`src/rtl/dff_bank_arbiter.sv`:
```
// -----------------------------------------------------------------------------
// dff_bank_arbiter
//
// Shares one WIDTH-bit register bank among four requesters. A round-robin
// arbiter picks one requester per transaction. A two-state FSM (IDLE/EXEC)
// then applies that requester's operation to the bank. Each transaction takes
// two clock cycles:
//   edge 1 (IDLE->EXEC) : latch winner index, opcode and data; raise grant/busy
//   edge 2 (EXEC->IDLE) : update q, pulse ack, advance the round-robin pointer
//
// Ports
//   clk      : system clock, rising edge active
//   reset_n  : asynchronous active-low reset
//   req[3:0] : request per requester
//   op[7:0]  : 2-bit opcode per requester, op[2i+1:2i]
//              (00 load, 01 set-all, 10 clear-all, 11 no-op)
//   wdata    : load data per requester, wdata[WIDTH*i +: WIDTH]
//   grant    : one-hot owner of the transaction in EXEC, zero in IDLE
//   ack      : one-cycle one-hot completion pulse, coincident with new q
//   busy     : high while in EXEC
//   owner    : index of the most recently granted requester
//   q        : bank contents
// All outputs are registered.
// -----------------------------------------------------------------------------
module dff_bank_arbiter #(
    parameter int               WIDTH     = 8,
    parameter logic [WIDTH-1:0] RESET_VAL = {WIDTH{1'b0}}
) (
    input  logic               clk,
    input  logic               reset_n,
    input  logic [3:0]         req,
    input  logic [7:0]         op,
    input  logic [4*WIDTH-1:0] wdata,
    output logic [3:0]         grant,
    output logic [3:0]         ack,
    output logic               busy,
    output logic [1:0]         owner,
    output logic [WIDTH-1:0]   q
);

    typedef enum logic [0:0] {
        ST_IDLE = 1'b0,
        ST_EXEC = 1'b1
    } state_t;

    localparam logic [1:0] OP_LOAD  = 2'b00;
    localparam logic [1:0] OP_SET   = 2'b01;
    localparam logic [1:0] OP_CLEAR = 2'b10;

    state_t             state_r;
    logic [1:0]         rr_ptr_r;
    logic [1:0]         win_idx_r;
    logic [1:0]         win_op_r;
    logic [WIDTH-1:0]   win_data_r;
    logic [3:0]         grant_r;
    logic [3:0]         ack_r;
    logic               busy_r;
    logic [1:0]         owner_r;
    logic [WIDTH-1:0]   q_r;

    logic               found_s;
    logic [1:0]         pick_s;
    logic [1:0]         cand_s;
    logic [1:0]         sel_op_s;
    logic [WIDTH-1:0]   sel_data_s;

    // One-hot encoding of a requester index.
    function automatic logic [3:0] onehot4(input logic [1:0] idx);
        logic [3:0] v;
        case (idx)
            2'd0:    v = 4'b0001;
            2'd1:    v = 4'b0010;
            2'd2:    v = 4'b0100;
            2'd3:    v = 4'b1000;
            default: v = 4'b0000;
        endcase
        return v;
    endfunction

    // Bank value after applying an opcode to the current contents.
    function automatic logic [WIDTH-1:0] apply_op(input logic [WIDTH-1:0] cur,
                                                  input logic [1:0]       opc,
                                                  input logic [WIDTH-1:0] data);
        logic [WIDTH-1:0] v;
        case (opc)
            OP_LOAD:  v = data;
            OP_SET:   v = {WIDTH{1'b1}};
            OP_CLEAR: v = {WIDTH{1'b0}};
            default:  v = cur;
        endcase
        return v;
    endfunction

    // Round-robin scan: the first set req bit at or after rr_ptr (mod 4) wins.
    always_comb begin
        found_s = 1'b0;
        pick_s  = rr_ptr_r;
        cand_s  = rr_ptr_r;
        for (int k = 0; k < 4; k++) begin
            cand_s = rr_ptr_r + 2'(k);
            if (!found_s && req[cand_s]) begin
                found_s = 1'b1;
                pick_s  = cand_s;
            end else begin
                found_s = found_s;
            end
        end
    end

    // Opcode and data slice of the current round-robin candidate.
    always_comb begin
        sel_op_s   = op[{pick_s, 1'b0} +: 2];
        sel_data_s = wdata[WIDTH*int'(pick_s) +: WIDTH];
    end

    // Transaction FSM; it owns the bank and all registered outputs.
    always_ff @(posedge clk or negedge reset_n) begin
        if (!reset_n) begin
            state_r    <= ST_IDLE;
            rr_ptr_r   <= 2'd0;
            win_idx_r  <= 2'd0;
            win_op_r   <= 2'b11;
            win_data_r <= {WIDTH{1'b0}};
            grant_r    <= 4'b0000;
            ack_r      <= 4'b0000;
            busy_r     <= 1'b0;
            owner_r    <= 2'd0;
            q_r        <= RESET_VAL;
        end else begin
            case (state_r)
                ST_IDLE: begin
                    // ack from the previous transaction lasts exactly one cycle
                    ack_r <= 4'b0000;
                    if (found_s) begin
                        win_idx_r  <= pick_s;
                        win_op_r   <= sel_op_s;
                        win_data_r <= sel_data_s;
                        grant_r    <= onehot4(pick_s);
                        owner_r    <= pick_s;
                        busy_r     <= 1'b1;
                        state_r    <= ST_EXEC;
                    end else begin
                        state_r    <= ST_IDLE;
                    end
                end
                ST_EXEC: begin
                    // Uses only the values latched at grant; live inputs are ignored.
                    q_r      <= apply_op(q_r, win_op_r, win_data_r);
                    ack_r    <= onehot4(win_idx_r);
                    grant_r  <= 4'b0000;
                    busy_r   <= 1'b0;
                    rr_ptr_r <= win_idx_r + 2'd1;
                    state_r  <= ST_IDLE;
                end
                default: begin
                    grant_r <= 4'b0000;
                    ack_r   <= 4'b0000;
                    busy_r  <= 1'b0;
                    state_r <= ST_IDLE;
                end
            endcase
        end
    end

    assign grant = grant_r;
    assign ack   = ack_r;
    assign busy  = busy_r;
    assign owner = owner_r;
    assign q     = q_r;

endmodule

```
`config.mk`:
```
export PLATFORM = sky130hd
export DESIGN_NAME = dff_bank_arbiter
export DESIGN_NICKNAME = d
export VERILOG_FILES = /design/src/rtl/dff_bank_arbiter.sv
export SDC_FILE = /design/constraint.sdc
export NUM_CORES = 1
export LEC_CHECK = 0
export ABC_AREA = 1
export CORE_ASPECT_RATIO = 1.4
export CORE_MARGIN = 1
export CORE_UTILIZATION = 30
export CTS_BUF_LIST = sky130_fd_sc_hd__clkbuf_2
export DETAILED_ROUTE_END_ITERATION = 10
export PLACE_DENSITY_LB_ADDON = 0.25
export SLEW_MARGIN = 10
export SYNTH_ARGS = -nofsm -noshare
export SYNTH_HDL_FRONTEND = slang
export SYNTH_SLANG_ARGS = --single-unit
```
`constraint.sdc`:
```
create_clock -name clk -period 3.2 [get_ports clk]
set_input_delay 0.96 -clock clk [delete_from_list [all_inputs] [get_ports clk]]
set_output_delay 0.96 -clock clk [all_outputs]
set_load 0.05 [all_outputs]
```
==> metrics.md, run 1 <==
| Metric | Value |
|---|---|
| CTS buffer count | `5` |
| Mean area per synthesized cell | `a little under 7 um2` |
| Commonest non-fill, non-tap cell in the layout | `nand2_1` |
| Post-DRT Antenna Nets | `0` |
| Seq/Total Area, Yosys | `36.8%` |
| Depth of the most critical reg-to-reg path | `15` |
| Postcts setup bufs | `0` |
| Crit path buf inv count | `1` |
| Die Span Y | `around 100 um` |
| Netlist Area Pre-Place | `2180 um2` |
| 1st-pass router iterations | `4` |
| Synth Register Bits | `32` |
| Setup TNS | `0 ns` |
| Post-synth cell types | `26` |
| Worst skew pair latency | `approximately 0.35 ns` |
| P_leak | `around 1.6 nW` |
| Arrival time worst endpoint | `around 1.7 ns` |
| CP delay by family, top | `buffers and inverters` |
| CTS Sinks | `32` |
| Max-Cap Viols | `0` |
| Worst Tran Pin Value | `0.526 ns` |
| DR vias | `between 2k and 2.5k` |
| Final hold vios | `0` |
| Grt met1 use | `a little under a fifth` |
| Gpl congestion | `about 0.80` |
| Largest net degree at the start of global routing | `33` |
| Bufs on Longest Clock Path | `2` |
| Hold depth | `2` |
| H-tree depth | `2` |
| Total gr overflow | `0` |
| Status | `finished, final reports clean` |
| Final setup vio count | `0` |
| Initial core utilization | `about 31%` |
| Share of layout cells above drive strength 1 | `under 10%` |
| Ant. Diodes | `0` |
| GR peak layer | `met2` |
| CTS resizes | `0` |
| Avg WL per Cell | `between 10 and 15 um` |
| CP Capture Type | `output port` |
| CTS tree | `yes` |
| Hold Startpoint | `win_op_r[0]` |
| Slowest CP cell | `clkdlybuf4s50_1` |
| Yosys top cell by area | `dfrtp_1` |
| Post-route minimum period | `between 2 and 3 ns` |
| Final WL | `5300 um` |
| Clk slew on worst S/H paths | `about 0.17 ns` |
| Synth top area share | `34.4%` |
| Max IR drop VDD | `about 450 uV` |
| Net count after synthesis | `about 380` |
| Vias in the first global route | `between 1.5k and 2k` |
| YS warnings | `0` |
| Hold crit path type | `register to register` |
| DR iter-0 viols | `73` |
| Fin crit share | `81.7%` |
| RSZ-0062 raised after global routing | `false` |
| Crit path required time | `approximately 2.2 ns` |
| Die ar. | `7630 um2` |
| CP Class | `register to output port` |
| Max-slew violations | `0` |
| Drt drc | `0` |
| Rel. slew slack | `between 60% and 70%` |
| Antenna violations before repair | `0` |
| Power per Cell Area | `1190 nW/um2` |
| Worst-path maximum fanout | `5` |
| FF-to-FF End | `win_data_r[1]` |
| Skew final | `about 0.015 ns` |
| F_max | `around 380 MHz` |
| Via density | `4.51` |
| FP Rows | `36` |
| Worst setup SP type | `register` |
| Met3 Resource Use GR | `2.35%` |
| FF-to-FF Start | `rr_ptr_r[0]` |
| Chip width | `approximately 74 um` |
| GRT Total Usage | `about 15%` |
| Critical Path Max Stage Delay | `roughly 0.83 ns` |
| Port Buffers | `between 60 and 70` |
| Tot Pwr | `between 3 and 4 mW` |
| Routing usage on met2 | `around a quarter` |
| Worst reg2reg setup slack | `roughly 0.85 ns` |
| Core box area | `6980 um2` |
| I/O Pins | `65` |
| Cts hold-fix bufs | `0` |
| Post-DP HPWL | `4040 um` |
| First-pass GRT wire length | `8820 um` |
| Synth Instances | `~320` |
| Most frequent cells in the layout | `nand2_1 (151), clkdlybuf4s50_1 (64), nand3_1 (57)` |
| Root buffer cell | `clkbuf_2` |
| # nets final | `roughly 430` |
| Layout area overhead | `34.0%` |
| Worst Hold Path EP | `win_op_r[0]` |
| Crit-path cells | `clkdlybuf4s50_1` |
| Filler cell count | `around 750` |
| Ranking of synthesized cells by area | `dfrtp_1 (34%), nand2_1 (26%), nand3_1 (13%)` |
-- flip-flops by register name (all words and copies together) (netlist names) --
name        count
busy            1
win_data_r      8
rr_ptr_r        2
grant           4
state_r         1
owner           2
win_op_r        2
ack             4
q               8
-- cell type report --
type	count	area, um2	share of cell area [%]
clock inverter	2	35.0	1.20
clock buffer	6	30.0	1.03
timing repair buffer	69	678	23.2
sequential	32	803	27.4
multi-input combinational	246	1150	39.4
inverter	28	108	3.68
tap	95	119	4.06
-- worst max-delay path by stage --
stage                        start            end  slack (ns)  cells after the start
after global routing        req[2]  win_data_r[2]        0.46                     13
after global placement      req[2]  win_data_r[3]        0.34                     13
after CTS                 owner[1]       owner[1]        0.53                      1
after floorplan             req[2]  win_data_r[1]        1.13                     15
after detailed placement    req[2]  win_data_r[3]        0.33                     13
final                     owner[1]       owner[1]        0.59                      1
-- where the power goes --
part | leakage (nW) | internal, mW | switching (mW) | total [mW]
combinational | 1.12 | 0.804 | 1.63 | 2.44
sequential | 0.394 | 0.613 | 0.160 | 0.773
clock | 0.0430 | 0.135 | 0.133 | 0.268
total | 1.56 | 1.55 | 1.93 | 3.48
-- logic make-up after synthesis --
| logic type | synth area share [%] |
|---|---|
| flops | 36.8 |
| compound gates | 4.75 |
| buf+inv | 10.4 |
| fa+ha+maj | 3.44 |
| simple gates | 44.6 |
-- stage by stage --
stage	worst slack, ns	area (um2)	hold WS, ns	utilization, %	std cells
3_5_place_dp	0.327	2860	0.467	41.0	470
3_3_place_gp	0.343	2860	0.463	41.0	470
6_report	0.585	2930	0.495	41.9	478
4_1_cts	0.527	2930	0.496	41.9	478
5_1_grt	0.462	2930	0.515	41.9	478
2_1_floorplan	1.13	2180	0.449	-	324
-- cells in the mapped netlist, drive strengths merged --
cell / n
nor2: 3
a21oi: 2
buf: 16
ha: 6
dfrtp: 30
dfstp: 2
nand4: 3
nand3: 58
clkbuf: 2
nand2: 159
or2: 1
inv: 28
a22oi: 8
o21ai: 6
-- routing by layer --
| layer | vias to the layer above | part of all wire [%] |
|---|---|---|
| li1 | 1137 | - |
| met1 | 963 | 44 |
| met2 | 51 | 50 |
| met3 | 5 | 4.4 |
| met4 | 0 | 1.5 |
| met5 | - | 0 |
-- tightest hold or removal path, delay by kind of cell, from the launching register on --
| kind | cells | cell delay [ns] |
|---|---|---|
| flip-flops | 1 | 0.41 |
| AND/OR/NAND/NOR | 2 | 0.11 |
No activity file was read; power rests on OpenSTA's default activity.
==> run 2: changes to the inputs <==
- clock period: 3.2 -> 2.6 ns (I/O delays scaled with it)
==> metrics.md, run 2 (synthesized netlist as in run 1, its figures left out) <==
| Metric | Value |
|---|---|
| Worst Setup SP | `owner[1]` |
| Total gr overflow | `0 (unchanged)` |
| Fin crit share | `between 90 and 100%` |
| Final WL | `5190 um (-2.2%)` |
| Tot Pwr | `4.34 mW (+25%)` |
| Final setup vio count | `0 (unchanged)` |
| Commonest non-fill, non-tap cell in the layout | `nand2_1` |
| Vias in the first global route | `2018 (+1.0%)` |
| Max-Cap Viols | `0 (unchanged)` |
| Slowest CP cell | `clkdlybuf4s50_1` |
| Crit path required time | `1.82 ns (-0.42 ns)` |
| Initial core utilization | `31.3% (unchanged)` |
| Hold Startpoint | `win_op_r[1]` |
| Worst reg2reg setup slack | `0.50 ns (-0.35 ns)` |
| CTS Sinks | `32 (unchanged)` |
| P_leak | `1.57 nW (+0.85%)` |
| Critical Path Max Stage Delay | `0.84 ns (about the same)` |
| GRT Total Usage | `14.3% (-0.51 points)` |
| Max-slew violations | `0 (unchanged)` |
| Chip width | `74.1 um (unchanged)` |
| Dpl cells | `472 (+0.43%)` |
| Via density | `4.46 (-1.0%)` |
| FF-to-FF End | `win_data_r[6]` |
| H-tree depth | `2 (unchanged)` |
| Worst skew pair latency | `0.36 ns (about the same)` |
| Post-DRT Antenna Nets | `0 (unchanged)` |
| Power per Cell Area | `1470 nW/um2 (+24%)` |
| Gpl congestion | `0.865 (+7.5%)` |
| Crit-path cells | `clkdlybuf4s50_1` |
| Post-route minimum period | `between 2 and 2.5 ns` |
| Worst-path maximum fanout | `5 (unchanged)` |
| CTS resizes | `0 (unchanged)` |
| Worst Tran Pin Value | `0.501 ns (-0.0252 ns)` |
| Die ar. | `7630 um2 (unchanged)` |
| Die Span Y | `103 um (unchanged)` |
| Arrival time worst endpoint | `1.68 ns (+0.03 ns)` |
| Bufs on Longest Clock Path | `2 (unchanged)` |
| Setup TNS | `0 ns (unchanged)` |
| DR iter-0 viols | `60 (-18%)` |
| Hold depth | `2 (unchanged)` |
| First-pass GRT wire length | `8610 um (-2.3%)` |
| I/O Pins | `65 (unchanged)` |
| Drt drc | `0 (unchanged)` |
| Antenna violations before repair | `0 (unchanged)` |
| CP Class | `register to output port` |
| Util after Layout | `42.3% (+0.38 points)` |
| Setup WS pre-CTS | `0.0445 ns (-0.283 ns)` |
| RSZ-0062 raised after global routing | `false` |
| Core box area | `6980 um2 (unchanged)` |
| DR vias | `2143 (-0.60%)` |
| Crit path buf inv count | `1 (unchanged)` |
| Placed inst area | `2910 um2 (+1.8%)` |
| FP Rows | `36 (unchanged)` |
| Skew final | `0.0151 ns (+0.0000922 ns)` |
| Clk slew on worst S/H paths | `0.16 ns (about the same)` |
| Max IR drop VDD | `549 uV (+21%)` |
| Layout area overhead | `35.2%` |
| Post-DP HPWL | `4020 um (-0.54%)` |
| CTS tree | `yes` |
| Depth of the most critical reg-to-reg path | `14 (-1)` |
| # nets final | `436 (+0.46%)` |
| Postcts setup bufs | `0 (unchanged)` |
| Cts hold-fix bufs | `0 (unchanged)` |
| Rel. slew slack | `66.5% (+1.6 points)` |
| FF-to-FF Start | `rr_ptr_r[0]` |
| CTS buffer count | `5 (unchanged)` |
| Most frequent cells in the layout | `nand2_1 (151), clkdlybuf4s50_1 (64), nand3_1 (57)` |
| Hold crit path type | `register to register` |
| Status | `finished, final reports clean` |
| 1st-pass router iterations | `4 (unchanged)` |
| Cell Count, Final, Fillers Out | `480 (+0.42%)` |
| Share of layout cells above drive strength 1 | `8.83% (+0.21 points)` |
| Root buffer cell | `clkbuf_2` |
| Largest net degree at the start of global routing | `33 (unchanged)` |
| Port Buffers | `64 (unchanged)` |
| F_max | `between 400 and 500 MHz` |
| Final hold vios | `0 (unchanged)` |
| CP Capture Type | `output port` |
| CP delay by family, top | `buffers and inverters` |
| Final WS setup | `0.145 ns (-0.441 ns)` |
| Worst setup SP type | `register` |
| Worst Hold Path EP | `win_op_r[1]` |
| Fin area | `2950 um2 (+0.90%)` |
| Ant. Diodes | `0 (unchanged)` |
| Hold_ws | `0.500 ns (+0.00408 ns)` |
| Avg WL per Cell | `10.8 um (-2.6%)` |
run 2: changes by cell type in the layout (fill, tap and decap cells not counted), sizes merged:
cell,previous run,this run
bufinv,1,0
clkbuf,6,7
buf,5,7
run 2: per-layer routing:
layer	GRT usage, %	vias to the layer above	wire (um)
met5	0	-	0
met1	16.7	948	2230
met2	26.5	41	2700
li1	-	1148	-
met4	5.03	0	78
met3	1.66	6	173
run 2: how the worst max path moves through the flow:
stage | slack, ns | cells past startpoint | endpoint
global placement | 0.06 | 14 | win_data_r[6]
finish | 0.14 | 1 | owner[1]
detailed placement | 0.04 | 14 | win_data_r[6]
global route | 0.09 | 1 | owner[0]
floorplan | 0.71 | 15 | win_data_r[1]
CTS | 0.13 | 1 | owner[1]
run 2: where the power goes:
| group | internal, mW | leakage (nW) | switching [mW] |
|---|---|---|---|
| registers | 0.754 | 0.394 | 0.182 |
| logic | 1.11 | 1.15 | 2.05 |
| clock network | 0.0721 | 0.0306 | 0.166 |
| total | 1.94 | 1.57 | 2.40 |
run 2: final cells by class:
type	count	area (um2)
Sequential cell	32	803
Clock inverter	1	3.75
Timing Repair Buffer	71	731
Inverter	28	108
Fill cell	735	4030
Multi-Input combinational cell	246	1150
Clock buffer	7	35.0
Tap cell	95	119
